[src/rtl/small_fifo_pkg.sv]
// Shared constants and occupancy encoding for small_fifo.
package small_fifo_pkg;

  localparam int unsigned DEPTH_ONE = 1;
  localparam int unsigned DEPTH_TWO = 2;
  localparam int unsigned CNT_W     = 2;

  typedef enum logic [CNT_W-1:0] {
    CNT_EMPTY = 2'd0,
    CNT_ONE   = 2'd1,
    CNT_TWO   = 2'd2
  } count_e;

endpackage

[src/rtl/small_fifo.sv]
// Depth-1/2 synchronous FIFO with registered data and status outputs.
// Optional simulation checks are enabled by SMALL_FIFO_ERROR_CHECK_EN.
module small_fifo
  import small_fifo_pkg::*;
#(
  parameter int unsigned width = 8,
  parameter int unsigned depth = 2
) (
  input  logic             CLK,
  input  logic             RST,
  input  logic [width-1:0] D_IN,
  input  logic             ENQ,
  input  logic             DEQ,
  input  logic             CLR,
  output logic [width-1:0] D_OUT,
  output logic             FULL_N,
  output logic             EMPTY_N
);

  logic [width-1:0] head_q;
  logic             full_n_q;
  logic             empty_n_q;
  count_e           count_q;
  logic             enq;
  logic             deq;

  assign enq     = ENQ & full_n_q;
  assign deq     = DEQ & empty_n_q;
  assign D_OUT   = head_q;
  assign FULL_N  = full_n_q;
  assign EMPTY_N = empty_n_q;

  if (depth == DEPTH_ONE) begin : g_depth1
    // FULL_N and EMPTY_N are complementary here, so enq and deq never coincide.
    always_ff @(posedge CLK) begin
      if (RST) begin
        count_q   <= CNT_EMPTY;
        head_q    <= '0;
        empty_n_q <= 1'b0;
        full_n_q  <= 1'b1;
      end else if (CLR) begin
        count_q   <= CNT_EMPTY;
        empty_n_q <= 1'b0;
        full_n_q  <= 1'b1;
      end else begin
        case (count_q)
          CNT_EMPTY: if (enq) begin
            head_q    <= D_IN;
            count_q   <= CNT_ONE;
            empty_n_q <= 1'b1;
            full_n_q  <= 1'b0;
          end
          CNT_ONE: if (deq) begin
            count_q   <= CNT_EMPTY;
            empty_n_q <= 1'b0;
            full_n_q  <= 1'b1;
          end
          default: begin
            count_q   <= CNT_EMPTY;
            empty_n_q <= 1'b0;
            full_n_q  <= 1'b1;
          end
        endcase
      end
    end
  end else begin : g_depth2
    logic [width-1:0] tail_q;

    always_ff @(posedge CLK) begin
      if (RST) begin
        count_q   <= CNT_EMPTY;
        head_q    <= '0;
        tail_q    <= '0;
        empty_n_q <= 1'b0;
        full_n_q  <= 1'b1;
      end else if (CLR) begin
        count_q   <= CNT_EMPTY;
        empty_n_q <= 1'b0;
        full_n_q  <= 1'b1;
      end else begin
        case (count_q)
          CNT_EMPTY: if (enq) begin
            head_q    <= D_IN;
            count_q   <= CNT_ONE;
            empty_n_q <= 1'b1;
          end
          CNT_ONE: begin
            if (enq && deq) begin
              head_q <= D_IN;
            end else if (enq) begin
              tail_q   <= D_IN;
              count_q  <= CNT_TWO;
              full_n_q <= 1'b0;
            end else if (deq) begin
              count_q   <= CNT_EMPTY;
              empty_n_q <= 1'b0;
            end
          end
          CNT_TWO: if (deq) begin
            head_q   <= tail_q;
            count_q  <= CNT_ONE;
            full_n_q <= 1'b1;
          end
          default: begin
            count_q   <= CNT_EMPTY;
            empty_n_q <= 1'b0;
            full_n_q  <= 1'b1;
          end
        endcase
      end
    end
  end

`ifdef SMALL_FIFO_ERROR_CHECK_EN
`ifndef SYNTHESIS
  if (depth != DEPTH_ONE && depth != DEPTH_TWO) begin : g_depth_chk
    $fatal(1, "small_fifo: illegal depth %0d (must be 1 or 2)", depth);
  end

  always @(posedge CLK) begin
    if (!RST) begin
      if (ENQ && !full_n_q)
        $error("%m: enqueue to full FIFO at time %0t", $time);
      if (DEQ && !empty_n_q)
        $error("%m: dequeue from empty FIFO at time %0t", $time);
    end
  end
`endif
`endif

endmodule

[config.mk]
export PLATFORM = sky130hd
export DESIGN_NAME = small_fifo
export DESIGN_NICKNAME = d
export VERILOG_FILES = /design/src/rtl/small_fifo_pkg.sv /design/src/rtl/small_fifo.sv
export SDC_FILE = /design/constraint.sdc
export NUM_CORES = 1
export LEC_CHECK = 0
export ABC_AREA = 1
export CORE_MARGIN = 2
export CORE_UTILIZATION = 51
export CTS_CLUSTER_SIZE = 28
export DETAILED_ROUTE_END_ITERATION = 8
export MAX_ROUTING_LAYER = met4
export PLACE_DENSITY = 0.8
export SYNTH_ARGS = -nofsm -noshare
export SYNTH_HDL_FRONTEND = slang
export SYNTH_SLANG_ARGS = --single-unit
[constraint.sdc]
create_clock -name CLK -period 1.9 [get_ports CLK]
set_clock_uncertainty 0.1 [all_clocks]
set_input_delay 0.19 -clock CLK [delete_from_list [all_inputs] [get_ports CLK]]
set_output_delay 0.19 -clock CLK [all_outputs]
set_load 0.02 [all_outputs]
==> parameters.txt, run 1 <==
Parameter                              Value

Status
  Run status ... complete, no violations

Layout
  Filler Cell Count ... 158
  Fin area ... 0.00124 mm²
  Antenna diode instance count ... 0
  Final net count ... 190
  Layout cell share with drive strength beyond 1 ... 0.102
  Fraction of the core area covered by cells at the end of the flow ... 0.713
  Synth-to-Final Area Change ... 30.4%
  Final standard cell count with taps included and fillers excluded ... 201

STA
  Count of endpoints failing setup in the final report ... 0
  Final count of hold timing violations ... 0
  Min Clock Period, post-route ... between 1.5 and 2 ns
  Slew at the pin with the worst max-slew slack ... 0.416 ns
  Final sum of negative setup slack ... 0 ns
  Max-slew headroom ... 0.722
  Post-route fraction of the period consumed by the critical path ... 0.841
  Hold WS ... 0.372 ns
  RSZ-0062 raised after global routing ... no
  Highest achievable clock rate ... 0.626 GHz
  Max Slew Vio Count ... 0

Critical path
  Required @ worst endpoint ... 1.61 ns
  Crit path buf inv count ... 1
  Category of the most critical setup path ... register to primary output
  Cell family with the largest share of critical-path delay ... buffers and inverters
  Largest fanout on the critical path ... 3
  Largest stage delay on the critical path ... roughly 0.62 ns
  Slowest-stage cell, CP ... sky130_fd_sc_hd__clkdlybuf4s50_1
  Startpoint kind of the worst setup timing path ... register
  Crit path arrival time ... 1.31 ns
  Sort of element at the end of the critical path ... primary output
  Chain of cells forming the critical path ... clkdlybuf4s50_1

Yosys
  Synth Instances ... 152
  Area leader, netlist ... sky130_fd_sc_hd__dfxtp_1
  Fraction of registers with async set/reset ... 0
  Fraction of post-synthesis cell area in the top cell type by area ... 0.419
  Number of distinct standard cells referenced by the synthesized netlist ... 16
  Sequential-to-total area share from yosys stat ... 0.419
  Synthesized netlist net count ... 165
  Yosys warnings ... 0
  Dominant cells by area after synthesis ... sky130_fd_sc_hd__dfxtp_1 42%, sky130_fd_sc_hd__nand2_1 18%, sky130_fd_sc_hd__nor2_1 16%
  Top_reg_cell synth ... sky130_fd_sc_hd__dfxtp_1
  Average cell area after synthesis ... 6.28 µm²
  Number of flops mapped to enable cells by yosys ... 0
  Top post-synthesis cells by count ... 47 x sky130_fd_sc_hd__nand2_1, 40 x sky130_fd_sc_hd__nor2_1, 20 x sky130_fd_sc_hd__dfxtp_1
  Total of flip-flops plus latches after synthesis ... 20
  Post-synth design cell area ... 955 µm²
  Leading cell type by number of instances after synthesis ... sky130_fd_sc_hd__nand2_1

Routing
  Number of remaining DRC errors ... 0
  Initial DRT Pass Iterations ... 4
  Number of nets still failing antenna checks after routing ... 0
  Total wire length after detailed routing ... 1.99 mm
  Via count normalized by instance count ... 4.69
  Initial drt markers ... 19
  Wire length per cell ... approximately 10 µm
  Number of vias in the routed layout ... 943

Floorplanning
  DIE AREA ... 0.00223 mm²
  Die extent in y ... between 40 and 50 µm
  Starting Density ... 0.547
  Total I/O pin count ... 23
  Placeable core region ... 0.00175 mm²
  Std cell rows ... 15
  Die boundary width ... 47.3 µm

Power
  IR Drop Worst-Case VDD ... 447 µV
  Reported net switching power ... 0.240 mW
  Part of the power in the clock network ... 0.361
  Fraction of power spent switching nets ... 0.247
  Sequential fraction of design power ... 0.466
  Static power due to leakage ... 0.588 nW
  Part of the total power dissipated in combinational logic ... 0.174
  Int Power ... 0.731 mW
  Power Density ... 780 mW/mm²

Placed design
  Area of placed instances ... 0.00119 mm²
  Port Buffers ... 22
  Last weighted congestion value of the routability-driven placer ... 0.832
  HPWL after detailed placement ... 1.43 mm
  Dpl cells ... between 150 and 200

Clock tree
  Latest clock arrival within the worst-skew pair ... 0.30 ns
  Clock tree root driver cell ... sky130_fd_sc_hd__clkbuf_4
  Number of buffers inserted by post-CTS setup repair ... 0
  Maximum clock insertion buffer count ... 2
  Total of hold buffers inserted after clock tree synthesis ... 0
  CTS tree ... built
  Number of clock sinks ... 20
  Number of resized instances in the post-cts repair step ... 0
  Number of buffers created by CTS ... 3
  CTS clock-pin slew for the worst setup and hold paths ... 0.11 ns
  Number of levels in the clock H-tree ... 1

Global route
  Global Route Usage Sum ... 0.221
  Via count of the first global-routing pass ... 831
  Antenna violations before repair ... 0
  Largest net degree at the start of global routing ... 17
  Leftover overflow at the end of global routing ... 0
  Global-route wire length before repair ... approximately 3.4 mm

Min path
  Worst hold-check path type ... register to register

Run
  Max Cap Viol ... 0
## per-layer routing
layer | track usage | wire length (µm) | vias to the layer above
met2 | 0.311 | 832 | 18
li1 | - | - | 503
met5 | - | 0 | -
met4 | 0.128 | 36 | 0
met3 | 0.0231 | 77 | 4
met1 | 0.303 | 1040 | 418
## cells in the final DEF, fill, tap and decap left out
cell type                          n
sky130_fd_sc_hd__a21oi_2           1
sky130_fd_sc_hd__nand2_2           7
sky130_fd_sc_hd__buf_4             1
sky130_fd_sc_hd__inv_2             4
sky130_fd_sc_hd__o21a_1            1
sky130_fd_sc_hd__o21ai_0          10
sky130_fd_sc_hd__inv_1            13
sky130_fd_sc_hd__and2_1            1
sky130_fd_sc_hd__clkdlybuf4s50_1  22
sky130_fd_sc_hd__nor2_1           40
sky130_fd_sc_hd__nand3_1           1
sky130_fd_sc_hd__dfxtp_1          20
sky130_fd_sc_hd__nor3_1            1
sky130_fd_sc_hd__nand2_1          47
sky130_fd_sc_hd__clkbuf_4          3
sky130_fd_sc_hd__nor2_2            1
sky130_fd_sc_hd__bufinv_16         1
sky130_fd_sc_hd__a21oi_1           2
## registers in the layout, summed over array words and instances, names as in the netlist
signal	cells
D_OUT	8
EMPTY_N	1
FULL_N	1
count_q	2
g_depth2.tail_q	8
## worst reg2reg max path, stage by stage, from the launching register on
cell and delay, ns:
sky130_fd_sc_hd__dfxtp_1 0.39, sky130_fd_sc_hd__nand2_2 0.09, sky130_fd_sc_hd__inv_2 0.07, sky130_fd_sc_hd__nand2_1 0.06, sky130_fd_sc_hd__nand2_2 0.07, sky130_fd_sc_hd__nand2_2 0.18, sky130_fd_sc_hd__nand2_1 0.12, sky130_fd_sc_hd__nand2_1 0.06
sky130_fd_sc_hd__nor2_1 0.10
## metrics by stage
stage	total power [mW]	worst slack, ns
after floorplan	0.560	0.583
after global placement	0.625	0.369
after detailed placement	0.629	0.308
after global routing	1.02	0.264
after CTS	0.981	0.288
final	0.971	0.302
## worst paths after layout
check | slack [ns] | endpoint | cells past startpoint | from
max reg2reg | 0.61 | D_OUT[4] | 8 | EMPTY_N
min | 0.37 | FULL_N | 2 | FULL_N
min reg2reg | 0.37 | FULL_N | 2 | FULL_N
max | 0.30 | EMPTY_N | 1 | EMPTY_N
## final cells by class
cell class | count | area, µm² | area share
Multi-Input combinational cell | 112 | 469 | 0.377
Sequential cell | 20 | 400 | 0.322
Timing Repair Buffer | 23 | 228 | 0.183
Inverter | 17 | 63.8 | 0.0513
Tap cell | 25 | 31.3 | 0.0251
Clock inverter | 1 | 30.0 | 0.0241
Clock buffer | 3 | 22.5 | 0.0181
## power by group through the flow
stage | sequential, mW | clock, mW | combinational (mW)
floorplan | 0.479 | 0 | 0.0808
global placement | 0.461 | 0 | 0.164
detailed placement | 0.462 | 0 | 0.167
CTS | 0.453 | 0.360 | 0.169
global route | 0.455 | 0.375 | 0.189
finish | 0.452 | 0.350 | 0.169
## cell families after synthesis
logic type / count (synthesis) / share of synthesized area
AND/OR/NAND/NOR: 98 / 0.412
AO/OA/AOI/OAI: 14 / 0.0800
buffers and inverters: 20 / 0.0891
flip-flops: 20 / 0.419
Power figures use the tool's default switching activity.
==> run 2, diff against run 1 <==
--- a/config.mk
+++ b/config.mk
@@ -7,11 +7,11 @@
 export LEC_CHECK = 0
 export ABC_AREA = 1
 export CORE_MARGIN = 2
-export CORE_UTILIZATION = 51
+export CORE_UTILIZATION = 47
 export CTS_CLUSTER_SIZE = 28
 export DETAILED_ROUTE_END_ITERATION = 8
 export MAX_ROUTING_LAYER = met4
-export PLACE_DENSITY = 0.8
+export PLACE_DENSITY = 0.74
 export SYNTH_ARGS = -nofsm -noshare
 export SYNTH_HDL_FRONTEND = slang
 export SYNTH_SLANG_ARGS = --single-unit
==> constraint.sdc (replaced) <==
create_clock -name CLK -period 1.6 [get_ports CLK]
set_clock_uncertainty 0.1 [all_clocks]
set_input_delay 0.16 -clock CLK [delete_from_list [all_inputs] [get_ports CLK]]
set_output_delay 0.16 -clock CLK [all_outputs]
set_load 0.02 [all_outputs]
==> parameters.txt, run 2 (same netlist as run 1, synthesis figures left out) <==
Parameter                              Value

Power
  Fraction of power spent switching nets ... 0.247
  Power Total ... 1.15 mW
  Power Density ... 922 mW/mm²
  IR Drop Worst-Case VDD ... 545 µV
  Part of the total power dissipated in combinational logic ... 0.174
  Reported net switching power ... between 0.2 and 0.3 mW
  Sequential fraction of design power ... 0.465
  Int Power ... 0.868 mW
  Static power due to leakage ... a little over 0.6 nW
  Part of the power in the clock network ... 0.361

Global route
  Global-route wire length before repair ... 3.31 mm
  Via count of the first global-routing pass ... 765
  Leftover overflow at the end of global routing ... 0
  Global Route Usage Sum ... 0.180
  Largest net degree at the start of global routing ... 17
  Antenna violations before repair ... 0

Clock tree
  CTS clock-pin slew for the worst setup and hold paths ... 0.11 ns
  Number of clock sinks ... 20
  Clock tree root driver cell ... sky130_fd_sc_hd__clkbuf_4
  Maximum clock insertion buffer count ... 2
  Total of hold buffers inserted after clock tree synthesis ... 0
  Number of buffers inserted by post-CTS setup repair ... 0
  Latest clock arrival within the worst-skew pair ... 0.30 ns
  Number of buffers created by CTS ... 3
  CTS tree ... built
  Number of levels in the clock H-tree ... 1

STA
  Post-route fraction of the period consumed by the critical path ... 0.970
  Max Slew Vio Count ... 0
  Highest achievable clock rate ... roughly 0.64 GHz
  Slew at the pin with the worst max-slew slack ... ~0.44 ns
  RSZ-0062 raised after global routing ... no
  Final count of hold timing violations ... 0
  Min Clock Period, post-route ... ~1.6 ns
  Max-slew headroom ... 0.707
  Final sum of negative setup slack ... 0 ns
  Count of endpoints failing setup in the final report ... 0

Layout
  Final net count ... 190
  Antenna diode instance count ... 0
  Filler Cell Count ... 178
  Synth-to-Final Area Change ... 30.9%
  Layout cell share with drive strength beyond 1 ... 0.102
  Most common library cell in the layout ignoring fill and taps ... sky130_fd_sc_hd__nand2_1
  Final standard cell count with taps included and fillers excluded ... 203
  Top library cells by usage in the layout, fill and taps aside ... 47 x sky130_fd_sc_hd__nand2_1, 40 x sky130_fd_sc_hd__nor2_1, 21 x sky130_fd_sc_hd__clkdlybuf4s50_1

Critical path
  Slowest-stage cell, CP ... sky130_fd_sc_hd__clkdlybuf4s50_1
  Crit path buf inv count ... 1
  Largest fanout on the critical path ... 3
  Largest stage delay on the critical path ... 0.62 ns
  Startpoint kind of the worst setup timing path ... register
  Category of the most critical setup path ... register to primary output
  Cell family with the largest share of critical-path delay ... buffers and inverters
  Sort of element at the end of the critical path ... primary output
  Crit path arrival time ... 1.29 ns
  Chain of cells forming the critical path ... clkdlybuf4s50_1
  Required @ worst endpoint ... 1.34 ns

Routing
  Wire length per cell ... 9.63 µm
  Initial drt markers ... 26
  Number of remaining DRC errors ... 0
  Number of vias in the routed layout ... 935
  Initial DRT Pass Iterations ... 4
  Number of nets still failing antenna checks after routing ... 0
  Total wire length after detailed routing ... 1.95 mm
  Via count normalized by instance count ... 4.61

Floorplanning
  Die boundary width ... about 49 µm
  DIE AREA ... 0.00241 mm²
  Die extent in y ... just under 50 µm
  Starting Density ... 0.492
  Std cell rows ... 16
  Total I/O pin count ... 23
  Placeable core region ... ~0.0019 mm²

Status
  Run status ... complete, no violations

Placed design
  Port Buffers ... 22
  HPWL after detailed placement ... 1.45 mm
  Last weighted congestion value of the routability-driven placer ... 0.862
  Dpl cells ... 199

Run
  Max Cap Viol ... 0

Min path
  Worst hold-check path type ... register to register
-- run 2: changes by cell type in the layout (fill, tap and decap cells not counted) --
cell	before	now
sky130_fd_sc_hd__clkdlybuf4s50_1	22	21
sky130_fd_sc_hd__dlymetal6s2s_1	0	1
-- run 2: worst min-delay path, stage by stage (launching register included) --
cell                      delay, ns
sky130_fd_sc_hd__dfxtp_1       0.34
sky130_fd_sc_hd__nand2_1       0.06
sky130_fd_sc_hd__nand2_1       0.04
-- run 2: repair_timing --
item                                   4_1_cts  5_1_grt
gates resized for setup                      0        1
endpoints found under the hold margin        0        0
setup endpoints to repair                    0        1
-- run 2: path summary, 6_finish.rpt --
check              from  cells after the start  slack (ns)                 end
max              FULL_N                      1        0.05              FULL_N
min              FULL_N                      2        0.38              FULL_N
max reg2reg  count_q[1]                      7        0.30  g_depth2.tail_q[3]
min reg2reg      FULL_N                      2        0.38              FULL_N
-- run 2: area by class of cell --
class / count / area [µm²] / area share
flip-flops and latches: 20 / 400 / 0.320
clock buffers: 3 / 22.5 / 0.0180
repair buffers: 23 / 230 / 0.184
multi-input cells: 112 / 469 / 0.375
inverters: 17 / 63.8 / 0.0511
clock inverters: 1 / 30.0 / 0.0240
well taps: 27 / 33.8 / 0.0270
-- run 2: metrics by stage --
step | worst slack (ns) | cell area, µm² | hold WS [ns] | utilization
6_report | 0.0482 | 1250 | 0.377 | 0.644
5_1_grt | 0.000218 | 1250 | 0.407 | 0.644
4_1_cts | 0.0378 | 1250 | 0.380 | 0.642
3_5_place_dp | 0.0567 | 1190 | 0.362 | 0.615
3_3_place_gp | 0.0899 | 1190 | 0.360 | 0.615
2_1_floorplan | 0.283 | 955 | 0.224 | -
-- run 2: power groups by stage --
stage | logic [mW] | clock network, mW | registers [mW]
after detailed placement | 0.199 | 0 | 0.549
final | 0.200 | 0.416 | 0.537
after CTS | 0.200 | 0.421 | 0.537
after global routing | 0.221 | 0.440 | 0.541
after floorplan | 0.0959 | 0 | 0.569
after global placement | 0.196 | 0 | 0.547
-- run 2: routing by layer --
metal / wire, µm / vias up / share of wire / GRT usage
met2: 880 / 26 / 0.45 / 0.264
met4: 23 / 0 / 0.012 / 0.0571
met1: 950 / 401 / 0.49 / 0.244
met5: 0 / - / 0 / -
met3: 100 / 4 / 0.051 / 0.0429
li1: - / 504 / - / -
==> run 3, diff against run 2 <==
==> constraint.sdc (replaced) <==
create_clock -name CLK -period 1.6 [get_ports CLK]
set_clock_uncertainty 0.1 [all_clocks]
set_input_delay 0.32 -clock CLK [delete_from_list [all_inputs] [get_ports CLK]]
set_output_delay 0.32 -clock CLK [all_outputs]
set_load 0.02 [all_outputs]
==> parameters.txt, run 3 (same netlist as run 1, synthesis figures left out) <==
Parameter                              Value

Clock tree
  Number of buffers created by CTS ... 3
  Number of clock sinks ... 20
  Clock tree root driver cell ... sky130_fd_sc_hd__clkbuf_4
  Number of resized instances in the post-cts repair step ... 10
  Latest clock arrival within the worst-skew pair ... 0.32 ns
  Maximum clock insertion buffer count ... 2
  Number of buffers inserted by post-CTS setup repair ... 0
  CTS tree ... built
  Total of hold buffers inserted after clock tree synthesis ... 0
  CTS clock-pin slew for the worst setup and hold paths ... approximately 0.11 ns
  Number of levels in the clock H-tree ... 1

Global route
  Global Route Usage Sum ... 0.193
  Global-route wire length before repair ... 3.57 mm
  Via count of the first global-routing pass ... 832
  Antenna violations before repair ... 0
  Leftover overflow at the end of global routing ... 0
  Largest net degree at the start of global routing ... 17

Power
  Power Total ... 1.16 mW
  Static power due to leakage ... approximately 0.64 nW
  Power Density ... ~920 mW/mm²
  IR Drop Worst-Case VDD ... 460 µV

STA
  Max-slew headroom ... 0.805
  RSZ-0062 raised after global routing ... no
  Min Clock Period, post-route ... around 1.5 ns
  Max Slew Vio Count ... 0
  Final count of hold timing violations ... 0
  Count of endpoints failing setup in the final report ... 0
  Post-route fraction of the period consumed by the critical path ... 0.909
  Crit path setup slack, layout ... 0.145 ns
  Slew at the pin with the worst max-slew slack ... 0.292 ns
  Highest achievable clock rate ... about 0.69 GHz

Floorplanning
  Die boundary width ... 49.1 µm
  Std cell rows ... 16
  DIE AREA ... ~0.0024 mm²
  Total I/O pin count ... 23
  Die extent in y ... 49.1 µm
  Placeable core region ... 0.00194 mm²
  Starting Density ... 0.492

Routing
  Via count normalized by instance count ... 4.61
  Number of vias in the routed layout ... 949
  Initial drt markers ... 22
  Number of nets still failing antenna checks after routing ... 0
  Wire length per cell ... ~10 µm
  Number of remaining DRC errors ... 0
  Total wire length after detailed routing ... approximately 2.1 mm
  Initial DRT Pass Iterations ... 4

Critical path
  Required @ worst endpoint ... 1.18 ns
  Largest stage delay on the critical path ... 0.38 ns
  Largest fanout on the critical path ... 3
  Slowest-stage cell, CP ... sky130_fd_sc_hd__dfxtp_1
  Crit path arrival time ... 1.03 ns
  Sort of element at the end of the critical path ... primary output
  Startpoint kind of the worst setup timing path ... register
  Cell family with the largest share of critical-path delay ... flip-flops
  Chain of cells forming the critical path ... dlygate4sd2_1
  Crit path buf inv count ... 1
  Category of the most critical setup path ... register to primary output

Placed design
  Last weighted congestion value of the routability-driven placer ... ~0.87
  Pre-CTS setup slack ... -0.108 ns
  Port Buffers ... 22
  Dpl cells ... a little over 200
  HPWL after detailed placement ... 1.49 mm

Run
  Max Cap Viol ... 0

Layout
  Final standard cell count with taps included and fillers excluded ... 206
  Final net count ... 193
  Top library cells by usage in the layout, fill and taps aside ... 47 x sky130_fd_sc_hd__nand2_1, 40 x sky130_fd_sc_hd__nor2_1, 20 x sky130_fd_sc_hd__dfxtp_1
  Most common library cell in the layout ignoring fill and taps ... sky130_fd_sc_hd__nand2_1
  Synth-to-Final Area Change ... 33.0%
  Antenna diode instance count ... 0
  Layout cell share with drive strength beyond 1 ... 0.117

Status
  Run status ... complete, no violations

Min path
  Worst hold-check path type ... register to register
==> run 3: cell count changes in the layout (fill, tap and decap cells not counted), sizes merged <==
cell and change:
dlygate4sd2 +10, clkdlybuf4s50 -9, buf +3, dlymetal6s2s -1
==> run 3: cell type report <==
class                   count  area, µm²
repair buffers             26        250
inverters                  17       63.8
flip-flops and latches     20        400
multi-input cells         112        469
fillers                   205        672
clock buffers               3       22.5
clock inverters             1       30.0
well taps                  27       33.8
==> run 3: layer usage <==
layer  vias to the layer above  part of all wire  track usage
met3                         6             0.042       0.0276
met1                       403              0.53        0.264
met5                         -                 0            -
met4                         0             0.011       0.0714
li1                        511                 -            -
met2                        29              0.41        0.291
==> run 3: path summary, 6_finish.rpt <==
check              from                 end  slack [ns]  cells past startpoint
min              FULL_N              FULL_N        0.39                      2
max reg2reg  count_q[1]  g_depth2.tail_q[6]        0.31                      7
min reg2reg      FULL_N              FULL_N        0.39                      2
max              FULL_N              FULL_N        0.15                      1
==> run 3: metrics by stage <==
step / area [µm²] / TNS (ns) / utilization / hold WS (ns)
6_report: 1270 / 0 / 0.654 / 0.388
5_1_grt: 1270 / 0 / 0.654 / 0.417
4_1_cts: 1270 / 0 / 0.654 / 0.386
3_5_place_dp: 1230 / -1.24 / 0.633 / 0.370
3_3_place_gp: 1230 / -0.726 / 0.633 / 0.363
2_1_floorplan: 955 / 0 / - / 0.355
==> run 3: worst register-to-register path, delay by kind of cell (launching register included) <==
family                 cells  cell delay [ns]
AND/OR/NAND/NOR            5             0.54
flip-flops                 1             0.35
buffers and inverters      2             0.26
==> run 3: power by group <==
group	internal, mW	switching (mW)
Clock	0.253	0.175
Combinational	0.0880	0.111
Sequential	0.523	0.0127
